$ cat config.mk
export PLATFORM = sky130hd
export DESIGN_NAME = mux_scan_ctrl
export DESIGN_NICKNAME = d
export VERILOG_FILES = /design/src/rtl/mux_scan_pkg.sv /design/src/rtl/dwell_counter.sv /design/src/rtl/mux_scan_ctrl.sv
export SDC_FILE = /design/constraint.sdc
export NUM_CORES = 1
export LEC_CHECK = 0
export ABC_CLOCK_PERIOD_IN_PS = 3160
export BUFFER_PORTS_ARGS = -buffer_cell sky130_fd_sc_hd__buf_2
export CAP_MARGIN = 15
export CORE_AREA = 2 2 70 72
export DETAILED_ROUTE_END_ITERATION = 16
export DIE_AREA = 0 0 72 74
export PLACE_DENSITY_LB_ADDON = 0.05
export SETUP_SLACK_MARGIN = 0.3
export SKIP_LAST_GASP = 1
export SLEW_MARGIN = 10
export SYNTH_ARGS = -nofsm -noshare
export SYNTH_HDL_FRONTEND = slang
export SYNTH_SLANG_ARGS = --single-unit
$ cat constraint.sdc
create_clock -name clk -period 3.16 [get_ports clk]
set_clock_uncertainty 0.1 [all_clocks]
set_input_delay 0 -clock clk [delete_from_list [all_inputs] [get_ports clk]]
set_output_delay 0 -clock clk [all_outputs]
set_load 0.01 [all_outputs]
$ cat src/rtl/mux_scan_pkg.sv
// Shared types and constants for the 16-channel mux scan controller.
`timescale 1ns/1ps
package mux_scan_pkg;

  localparam int CH_NUM = 16;
  localparam int SEL_W  = 4;

  // Select value of the final channel; reaching it in SAMPLE publishes the word.
  localparam logic [SEL_W-1:0] SEL_LAST = SEL_W'(CH_NUM - 1);

  typedef enum logic [1:0] {
    IDLE   = 2'd0,
    SETTLE = 2'd1,
    SAMPLE = 2'd2,
    DONE   = 2'd3
  } scanState_t;

  // Returns word with the bit at idx replaced by val.
  function automatic logic [CH_NUM-1:0] setBit(
    input logic [CH_NUM-1:0] word,
    input logic [SEL_W-1:0]  idx,
    input logic              val
  );
    logic [CH_NUM-1:0] result;
    result      = word;
    result[idx] = val;
    return result;
  endfunction

endpackage

$ cat src/rtl/dwell_counter.sv
// Settle counter: counts cycles spent on one channel and flags when the
// latched dwell value has been reached.
`timescale 1ns/1ps
module dwell_counter #(
  parameter int DWELL_W = 4
) (
  input  logic               clk,
  input  logic               rst,
  input  logic               i_clear,
  input  logic               i_enable,
  input  logic [DWELL_W-1:0] i_limit,
  output logic               o_terminal
);

  logic [DWELL_W-1:0] r_count;

  // Clear has priority so a fresh channel always starts counting from zero.
  always_ff @(posedge clk or posedge rst) begin
    if (rst) begin
      r_count <= '0;
    end else if (i_clear) begin
      r_count <= '0;
    end else if (i_enable) begin
      r_count <= r_count + DWELL_W'(1);
    end
  end

  assign o_terminal = (r_count == i_limit);

endmodule

$ cat src/rtl/mux_scan_ctrl.sv
// Steps a downstream 16:1 mux through every channel, waits a programmable
// settle time on each, samples the mux output and publishes a 16-bit word.
`timescale 1ns/1ps
module mux_scan_ctrl
  import mux_scan_pkg::*;
#(
  parameter int DWELL_W = 4
) (
  input  logic               clk,
  input  logic               rst,
  input  logic               i_start,
  input  logic               i_abort,
  input  logic               i_cont,
  input  logic [DWELL_W-1:0] i_dwell,
  input  logic               i_mux_y,
  output logic [3:0]         o_sel,
  output logic               o_busy,
  output logic               o_done,
  output logic [15:0]        o_scan_word
);

  scanState_t r_state;
  scanState_t w_nextState;

  logic [DWELL_W-1:0] r_dwellQ;
  logic [SEL_W-1:0]   r_sel;
  logic [CH_NUM-1:0]  r_shadow;
  logic [CH_NUM-1:0]  r_scanWord;
  logic               r_busy;
  logic               r_done;

  logic               w_terminal;
  logic               w_latchScan;
  logic               w_discard;
  logic               w_sampleWrite;
  logic               w_selInc;
  logic               w_publish;
  logic               w_cntClear;
  logic               w_cntEnable;
  logic               w_busyNext;
  logic               w_doneNext;
  logic [CH_NUM-1:0]  w_shadowSampled;

  // The shadow as it will look once the current channel's sample is written,
  // so the last channel lands in the published word on the same edge.
  assign w_shadowSampled = setBit(r_shadow, r_sel, i_mux_y);

  dwell_counter #(
    .DWELL_W (DWELL_W)
  ) u_dwellCounter (
    .clk        (clk),
    .rst        (rst),
    .i_clear    (w_cntClear),
    .i_enable   (w_cntEnable),
    .i_limit    (r_dwellQ),
    .o_terminal (w_terminal)
  );

  // State register.
  always_ff @(posedge clk or posedge rst) begin
    if (rst) begin
      r_state <= IDLE;
    end else begin
      r_state <= w_nextState;
    end
  end

  // Next-state logic; abort beats every other request, including start in IDLE.
  always_comb begin
    w_nextState = r_state;
    case (r_state)
      IDLE: begin
        if (i_start && !i_abort) begin
          w_nextState = SETTLE;
        end
      end
      SETTLE: begin
        if (i_abort) begin
          w_nextState = IDLE;
        end else if (w_terminal) begin
          w_nextState = SAMPLE;
        end
      end
      SAMPLE: begin
        if (i_abort) begin
          w_nextState = IDLE;
        end else if (r_sel == SEL_LAST) begin
          w_nextState = DONE;
        end else begin
          w_nextState = SETTLE;
        end
      end
      DONE: begin
        if (i_abort) begin
          w_nextState = IDLE;
        end else if (i_cont) begin
          w_nextState = SETTLE;
        end else begin
          w_nextState = IDLE;
        end
      end
      default: w_nextState = IDLE;
    endcase
  end

  // Datapath strobes and next values of the registered status outputs.
  always_comb begin
    w_latchScan   = 1'b0;
    w_discard     = 1'b0;
    w_sampleWrite = 1'b0;
    w_selInc      = 1'b0;
    w_publish     = 1'b0;
    case (r_state)
      IDLE: begin
        w_latchScan = i_start && !i_abort;
      end
      SETTLE: begin
        w_discard = i_abort;
      end
      SAMPLE: begin
        if (i_abort) begin
          w_discard = 1'b1;
        end else begin
          w_sampleWrite = 1'b1;
          if (r_sel == SEL_LAST) begin
            w_publish = 1'b1;
          end else begin
            w_selInc = 1'b1;
          end
        end
      end
      DONE: begin
        if (i_abort) begin
          w_discard = 1'b1;
        end else begin
          w_latchScan = i_cont;
        end
      end
      default: begin
        w_discard = 1'b1;
      end
    endcase
    w_cntClear  = (r_state != SETTLE) || (w_nextState != SETTLE);
    w_cntEnable = !w_cntClear;
    w_busyNext  = (w_nextState != IDLE);
    w_doneNext  = (w_nextState == DONE);
  end

  // Scan datapath: dwell latch, channel select, shadow word and published word.
  always_ff @(posedge clk or posedge rst) begin
    if (rst) begin
      r_dwellQ   <= '0;
      r_sel      <= '0;
      r_shadow   <= '0;
      r_scanWord <= '0;
      r_busy     <= 1'b0;
      r_done     <= 1'b0;
    end else begin
      r_busy <= w_busyNext;
      r_done <= w_doneNext;
      if (w_latchScan) begin
        r_dwellQ <= i_dwell;
        r_shadow <= '0;
        r_sel    <= '0;
      end else if (w_discard) begin
        r_shadow <= '0;
        r_sel    <= '0;
      end else begin
        if (w_sampleWrite) begin
          r_shadow <= w_shadowSampled;
        end
        if (w_selInc) begin
          r_sel <= r_sel + SEL_W'(1);
        end
        if (w_publish) begin
          r_scanWord <= w_shadowSampled;
        end
      end
    end
  end

  assign o_sel       = r_sel;
  assign o_busy      = r_busy;
  assign o_done      = r_done;
  assign o_scan_word = r_scanWord;

endmodule

==> run_results.csv, run 1 <==
group,metric,value,unit
synthesis,synth_seq_cells,47,
route,drtIter0Drc,112,
synthesis,synth.top_cell.area_share,47.8,%
route,antenna_left,0,
setup_path,crit_path_end_kind,"register",
clocking,cts_sinks,47,
synthesis,ys_top_cells_by_area,"dfrtp_1 (48%), mux2i_1 (8.1%), a21oi_1 (5.5%)",
route,drt-pass1-iter-count,5,
finish,drive_above_1_share,18.2,%
synthesis,async_flop_share,100,%
die,row_count,25,
synthesis,yosysSeqAreaShare,47.8,%
clocking,cts_root_buffer,"clkbuf_8",
die,start_util,53.5,%
pwr,power_frac_seq,44.1,%
synthesis,synth_area,0.00246,mm²
die,die_y,74,µm
pwr,comb_power_share,31.3,%
synthesis,avgSynthCellArea,9.68,µm²
finish,syn_to_final_growth,12.6,%
global_routing,grt_max_degree,48,
synthesis,synth_ff_type,"dfrtp_1",
die,ios,32,
clocking,cts_tree,"yes",
route,vias,1829,
route,drc,0,
sta,post-route-period-util,77.3,%
finish,num_antenna_cells,0,
synthesis,syn_inst,254,
synthesis,yosysMostFrequentCell,"dfrtp_1",
synthesis,synth-edff-count,0,
sta,final-max-slew-violation-count,0,
setup_path,worstSetupPathType,"register to register",
sta,hold_viol,0,
global_routing,grt_use_met1,31.3,%
die,die_area,0.00533,mm²
pwr,p_leak,0.00138,µW
sta,tns,0,ps
sta,finalSetupViolations,0,
sta,fin_crit,2440,ps
synthesis,synth_warnings,0,
placement,dp_hpwl,3420,µm
outcome,status,"complete, no violations",
die,die_w,72,µm
sta,rsz0062_at_grt,"no",
clocking,insertion_delay,300,ps
global_routing,grt_pass1_wl,8740,µm
global_routing,grt_util_met3,4.34,%
finish,nets,304,
placement,numPortBuffers,31,
pwr,p_sw,569,µW
setup_path,crit_required,3290,ps
global_routing,gr-usage-met2,32.1,%
synthesis,synth_top_area_cell,"dfrtp_1",
global_routing,gr-max-usage-layer,"met2",
clocking,cts_buffers,5,
setup_path,start_kind,"register",
pwr,total_power,1640,µW
setup_path,reg2reg_slack,720,ps
pwr,swShare,34.7,%
setup_path,cp_max_fo,20,
global_routing,grt_pass1_vias,1743,
route,drt_wl_total,5130,µm
min_path,hold_class,"input pin to register",
pwr,ir_drop,0.370,mV
global_routing,grt-ovfl-total,0,
synthesis,syn_nets,274,
route,viasPerCell,5.40,
pwr,p_per_area,592,mW/mm²
die,fp.coreArea,0.00460,mm²
clocking,clk_path_buf_depth,2,
synthesis,synth_cell_type_count,37,
sta,worstMarginPinSlew,953,ps
clocking,cts.reportedPaths.clkPinSlew,90,ps
pwr,p_clk_share,24.5,%
clocking,h-tree-depth,2,
placement,globalplace.congestion,0.778,
sta,finalHoldWorstSlack,74.3,ps
sta,fmax,409,MHz
global_routing,grtUsageTotal,21.4,%
pwr,intPower,1070,µW
route,wire_per_inst,15.1,µm
finish,n_fill_cell,411,
global_routing,antenna_found_initial,0,
setup_path,arrival,2570,ps
sta,max_slew_margin,36.4,%
flow_run,cap_viol_max_count,0,
synthesis,yosys-top-cells-count,"dfrtp_1 (47), nor2_1 (36), a21oi_1 (27), nand2_1 (27), mux2i_1 (20)",
-- cell type report --
class                   instances  area [µm²]  share of cell area (%)
flip-flops and latches         47        1180                    42.5
multi-input cells             185        1180                    42.5
repair buffers                 38         220                    7.95
clock buffers                   7        96.3                    3.48
well taps                      54        67.6                    2.44
inverters                       7        26.3                   0.949
clock inverters                 1        7.51                   0.271
-- metrics by stage --
stage	cell area (µm²)	std cells	worst slack (ps)	utilization, %
global placement	2620	326	890	56.9
finish	2770	339	717	60.2
detailed placement	2620	326	782	56.9
floorplan	2460	254	1330	-
CTS	2770	339	735	60.2
global route	2770	339	497	60.2
-- state kept, by name (all words and copies together), names as in the netlist --
signal                  cells
o_scan_word                16
r_shadow                   15
o_sel                       4
r_dwellQ                    4
u_dwellCounter.r_count      4
r_state                     2
o_busy                      1
o_done                      1
-- metal layers --
layer,vias up,share of wire [%]
li1,918,-
met1,861,51
met2,42,43
met5,-,0
met4,0,1.4
met3,8,5.1
-- cells in the final DEF (no fill, tap or decap), types with 2 or more instances in the layout --
cell type | netlist | final
a21oi_1 | 27 | 27
buf_2 | 8 | 31
buf_4 | 1 | 2
clkbuf_8 | 0 | 7
dfrtp_1 | 47 | 47
dlygate4sd3_1 | 0 | 5
ha_1 | 10 | 10
inv_1 | 7 | 6
mux2_2 | 5 | 5
mux2i_1 | 20 | 20
nand2_1 | 27 | 27
nand2b_1 | 3 | 3
nand3_1 | 5 | 5
nand3b_1 | 5 | 5
nand4_1 | 2 | 2
nor2_1 | 36 | 36
nor2b_1 | 2 | 2
nor3_1 | 7 | 7
nor3b_2 | 2 | 2
o21ai_0 | 11 | 11
o21bai_1 | 2 | 2
xnor2_1 | 6 | 6
xor2_1 | 2 | 2
-- worst paths after layout --
path,start,to,depth (start not counted)
max,r_state[0],o_scan_word[14],7
min,i_mux_y,r_shadow[7],3
max reg2reg,r_state[0],o_scan_word[14],7
min reg2reg,o_scan_word[15],o_scan_word[15],1
max in group asynchronous,rst,o_sel[0],3
min in group asynchronous,rst,o_scan_word[9],3
-- power by group through the flow --
| stage | sequential [µW] | clock, µW | combinational, µW |
|---|---|---|---|
| 2_1_floorplan | 730 | 0 | 390 |
| 3_3_place_gp | 733 | 0 | 506 |
| 3_5_place_dp | 735 | 0 | 504 |
| 4_1_cts | 724 | 413 | 515 |
| 5_1_grt | 735 | 434 | 567 |
| 6_report | 723 | 402 | 513 |
-- cells by family after synthesis --
kind of cell    Yosys count  share of synthesized area [%]
fa+ha+maj                10                           5.09
compound gates           49                           12.0
mux                      25                           10.4
buf+inv                  22                           4.37
xor+xnor                  8                           2.85
simple gates             93                           17.5
flops                    47                           47.8
-- critical path, cell delays in order (launching register included) --
cell and delay (ps):
dfrtp_1 430, inv_1 140, ha_1 320, and3b_1 370, o311a_1 500, buf_4 320, nor2_1 70, a21oi_1 120
-- timing repair --
action / in CTS / in global routing
gates resized for setup: 0 / 0
buffers inserted: 0 / 0
hold endpoints to repair: 51 / 0
hold buffers: 5 / 0
No activity file was read; power rests on OpenSTA's default activity.
==> run 2, diff against run 1 <==
--- a/config.mk
+++ b/config.mk
@@ -5,7 +5,7 @@
 export SDC_FILE = /design/constraint.sdc
 export NUM_CORES = 1
 export LEC_CHECK = 0
-export ABC_CLOCK_PERIOD_IN_PS = 3160
+export ABC_CLOCK_PERIOD_IN_PS = 2300
 export BUFFER_PORTS_ARGS = -buffer_cell sky130_fd_sc_hd__buf_2
 export CAP_MARGIN = 15
 export CORE_AREA = 2 2 70 72
==> constraint.sdc (replaced) <==
create_clock -name clk -period 2.3 [get_ports clk]
set_clock_uncertainty 0.1 [all_clocks]
set_input_delay 0 -clock clk [delete_from_list [all_inputs] [get_ports clk]]
set_output_delay 0 -clock clk [all_outputs]
set_load 0.01 [all_outputs]
==> run_results.csv, run 2 (synthesis gave the netlist of run 1 again) <==
group,metric,value,unit
global_routing,grt_max_degree,32,
die,row_count,25,
pwr,ir_drop,0.504,mV
global_routing,grt_pass1_wl,8690,µm
setup_path,arrival,2030,ps
sta,hold_viol,0,
finish,final_util,62.3,%
die,die_area,0.00533,mm²
sta,worstMarginPinSlew,511,ps
finish,drive_above_1_share,21.8,%
global_routing,grtUsageTotal,21.3,%
route,viasPerCell,5.26,
route,antenna_left,0,
clocking,cts_root_buffer,"clkbuf_8",
die,fp.coreArea,0.00460,mm²
clocking,insertion_delay,300,ps
global_routing,grt-ovfl-total,0,
route,vias,1829,
sta,finalSetupViolations,0,
route,wire_per_inst,14.6,µm
die,die_y,74,µm
flow_run,cap_viol_max_count,0,
setup_path,crit_required,2410,ps
sta,rsz0062_at_grt,"yes",
sta,post-route-period-util,83.6,%
route,drt_wl_total,5080,µm
setup_path,start_kind,"register",
clocking,clk_path_buf_depth,2,
sta,finalHoldWorstSlack,71.3,ps
placement,dp_hpwl,3510,µm
pwr,p_leak,0.00143,µW
placement,globalplace.congestion,0.801,
finish,final_common_cell,"dfrtp_1",
finish,layout_common_cells,"dfrtp_1 (47), nor2_1 (36), buf_2 (31), nand2_1 (27), a21oi_1 (27)",
clocking,cts.reportedPaths.clkPinSlew,90,ps
finish,n_fill_cell,407,
route,drc,0,
placement,numPortBuffers,31,
clocking,cts_sinks,47,
pwr,p_per_area,818,mW/mm²
clocking,cts_buffers,5,
clocking,h-tree-depth,2,
route,drtIter0Drc,201,
die,die_w,72,µm
global_routing,antenna_found_initial,0,
clocking,cts_tree,"yes",
placement,place_inst,334,
setup_path,cp_max_fo,6,
global_routing,grt_pass1_vias,1789,
min_path,hold_class,"input pin to register",
sta,final-max-slew-violation-count,0,
sta,tns,0,ps
die,ios,32,
finish,syn_to_final_growth,16.5,%
sta,max_slew_margin,65.9,%
outcome,status,"complete, no violations",
placement,placed_cell_area,0.00268,mm²
finish,design_area,0.00287,mm²
finish,instances_no_fill,348,
setup_path,reg2reg_slack,380,ps
finish,largest_reg_flops,16,
setup_path,worstSetupPathType,"register to register",
route,drt-pass1-iter-count,5,
setup_path,crit_path_end_kind,"register",
finish,num_antenna_cells,0,
sta,fin_crit,1920,ps
finish,nets,314,
die,start_util,53.5,%
sta,fmax,520,MHz
-- run 2: through the flow --
| stage | setup slack [ps] | total power (µW) |
|---|---|---|
| 2_1_floorplan | 473 | 1540 |
| 3_3_place_gp | 249 | 1710 |
| 3_5_place_dp | 271 | 1720 |
| 4_1_cts | 315 | 2310 |
| 5_1_grt | 282 | 2480 |
| 6_report | 377 | 2340 |
-- run 2: worst max-delay path, stage by stage, from the launching register on --
cell and delay [ps]:
dfrtp_1 400, inv_1 110, ha_1 220, and3b_2 260, a221oi_2 320, a211oi_4 60
buf_4 160, nor3_1 200
-- run 2: power by group --
| group | internal (µW) | switching, µW | total [µW] | leakage, µW |
|---|---|---|---|---|
| combinational | 322 | 444 | 766 | 0.000734 |
| clock | 319 | 268 | 587 | 0.0000513 |
| sequential | 917 | 74.7 | 992 | 0.000643 |
| total | 1560 | 787 | 2340 | 0.00143 |
-- run 2: repair_timing --
action / in CTS / in global routing
setup buffers: 0 / 2
pin swaps: 0 / 1
hold buffers: 5 / 0
endpoints found under the hold margin: 23 / 0
gates resized for setup: 1 / 5
endpoints found under the setup margin: 13 / 35
-- run 2: path summary, 6_finish.rpt --
path,endpoint,start,cells past startpoint
max,u_dwellCounter.r_count[3],r_state[0],7
min,r_shadow[9],i_mux_y,3
max reg2reg,u_dwellCounter.r_count[3],r_state[0],7
min reg2reg,o_scan_word[15],o_scan_word[15],1
max in group asynchronous,o_sel[0],rst,4
min in group asynchronous,o_scan_word[10],rst,3
-- run 2: cell type report --
cell class | instances | area [µm²] | area share, %
Clock inverter | 1 | 30.0 | 1.05
Clock buffer | 6 | 72.6 | 2.53
Sequential cell | 47 | 1180 | 41.0
Inverter | 7 | 26.3 | 0.917
Tap cell | 54 | 67.6 | 2.36
Multi-Input combinational cell | 185 | 1190 | 41.6
Timing Repair Buffer | 48 | 303 | 10.6
-- run 2: layer usage --
layer | share of wire (%) | vias to the layer above | track usage [%]
li1 | - | 938 | -
met1 | 53 | 855 | 31.8
met2 | 43 | 31 | 32.0
met3 | 3.6 | 5 | 4.20
met4 | 1.0 | 0 | 5.66
met5 | 0 | - | 0
==> run 3, diff against run 2 <==
--- a/config.mk
+++ b/config.mk
@@ -5,7 +5,7 @@
 export SDC_FILE = /design/constraint.sdc
 export NUM_CORES = 1
 export LEC_CHECK = 0
-export ABC_CLOCK_PERIOD_IN_PS = 2300
+export ABC_CLOCK_PERIOD_IN_PS = 1950
 export BUFFER_PORTS_ARGS = -buffer_cell sky130_fd_sc_hd__buf_2
 export CAP_MARGIN = 15
 export CORE_AREA = 2 2 70 72
==> constraint.sdc (replaced) <==
create_clock -name clk -period 1.95 [get_ports clk]
set_clock_uncertainty 0.1 [all_clocks]
set_input_delay 0 -clock clk [delete_from_list [all_inputs] [get_ports clk]]
set_output_delay 0 -clock clk [all_outputs]
set_load 0.01 [all_outputs]
==> run_results.csv, run 3 (synthesis gave the netlist of run 1 again) <==
group,metric,value,unit
setup_path,cp_max_fo,4,
setup_path,worstSetupPathType,"register to register",
die,die_y,74,µm
finish,layout_common_cells,"dfrtp_1 (45), buf_2 (31), nand2_1 (27), nor2_1 (22), mux2i_1 (20)",
placement,numPortBuffers,31,
min_path,hold_class,"input pin to register",
route,drt_wl_total,5960,µm
global_routing,grt-ovfl-total,0,
clocking,cts_tree,"yes",
sta,final-max-slew-violation-count,0,
sta,max_slew_margin,64.6,%
clocking,cts_buffers,5,
pwr,total_power,3190,µW
die,die_w,72,µm
finish,instances_no_fill,369,
outcome,status,"complete, no violations",
finish,n_fill_cell,329,
sta,worstMarginPinSlew,530,ps
finish,drive_above_1_share,41.3,%
finish,final_common_cell,"dfrtp_1",
global_routing,grt_pass1_vias,1961,
finish,register_area,0.00118,mm²
global_routing,grt_pass1_wl,9810,µm
sta,fin_crit,1820,ps
placement,globalplace.congestion,0.848,
pwr,p_per_area,935,mW/mm²
sta,finalHoldWorstSlack,75.1,ps
setup_path,arrival,1900,ps
setup_path,crit_required,2030,ps
finish,final_util,74.2,%
pwr,ir_drop,0.809,mV
sta,post-route-period-util,93.4,%
route,drc,0,
placement,place_inst,341,
finish,largest_reg_flops,16,
finish,num_antenna_cells,0,
finish,syn_to_final_growth,38.7,%
clocking,cts.reportedPaths.clkPinSlew,90,ps
die,die_area,0.00533,mm²
setup_path,rr_worst_depth,6,
route,viasPerCell,5.54,
flow_run,cap_viol_max_count,0,
finish,multi_input_comb_area,0.00145,mm²
route,vias,2043,
setup_path,crit_path_end_kind,"register",
clocking,cts_sinks,47,
finish,nets,334,
die,fp.coreArea,0.00460,mm²
min_path,min_path_cells,3,
sta,hold_viol,0,
global_routing,antenna_found_initial,0,
route,drtIter0Drc,112,
setup_path,start_kind,"register",
sta,fmax,549,MHz
route,wire_per_inst,16.2,µm
global_routing,grtUsageTotal,24.4,%
clocking,clk_path_buf_depth,2,
sta,finalSetupViolations,0,
clocking,insertion_delay,300,ps
global_routing,grt_max_degree,32,
clocking,cts_root_buffer,"clkbuf_8",
sta,rsz0062_at_grt,"yes",
clocking,h-tree-depth,2,
die,ios,32,
die,row_count,25,
route,drt-pass1-iter-count,4,
pwr,p_leak,0.00162,µW
route,antenna_left,0,
sta,tns,0,ps
placement,dp_hpwl,3700,µm
die,start_util,53.5,%
-- run 3: cell types whose count changed in the layout (fill, tap and decap cells not counted), moves of 6 or more --
cell,delta
a21oi_2,+10
ha_1,-6
buf_4,+8
nor2_1,-14
nor2_4,+9
a21oi_1,-10
-- run 3: metal layers --
layer	up-vias	global-route usage (%)	wire length [µm]
met5	-	0	0
met4	0	7.34	79
met3	9	4.88	362
met2	56	38.9	2830
met1	991	34.0	2690
li1	987	-	-
-- run 3: timing repair --
item                                   CTS  global route
hold buffers                             5             0
gates cloned                             3             0
gates resized for setup                 42            24
pin swaps                                7             9
endpoints found under the hold margin   25             0
setup buffers                            9             3
setup endpoints to repair               46            47
-- run 3: layout make-up --
class / count / share of cell area [%]
Clock buffer: 7 / 2.82
Clock inverter: 1 / 0.220
Inverter: 7 / 0.844
Multi-Input combinational cell: 185 / 42.5
Sequential cell: 47 / 34.6
Tap cell: 54 / 1.98
Timing Repair Buffer: 68 / 17.1
-- run 3: path summary, 6_finish.rpt --
check | slack, ps | endpoint | from
min in group asynchronous | 180 | o_scan_word[10] | rst
setup / recovery | 130 | o_scan_word[15] | r_state[0]
hold reg to reg | 420 | o_scan_word[12] | o_scan_word[12]
max in group asynchronous | 1040 | o_sel[1] | rst
setup reg to reg | 130 | o_scan_word[15] | r_state[0]
hold / removal | 80 | r_shadow[14] | i_mux_y
-- run 3: through the flow --
step	area (µm²)	setup WS, ps
floorplan	2510	222
global placement	2800	116
detailed placement	2800	82.6
CTS	3290	160
global route	3410	79.0
finish	3410	128
-- run 3: critical path, stage by stage, from the launching register on --
cell and delay [ps]:
dfrtp_1 420, inv_2 140, ha_4 140, and3b_2 250, o311a_4 260, buf_6 110, mux2_4 290
-- run 3: where the power goes --
part | internal [µW] | switching (µW)
clock network | 323 | 325
logic | 649 | 711
registers | 1080 | 99.3
total | 2050 | 1140
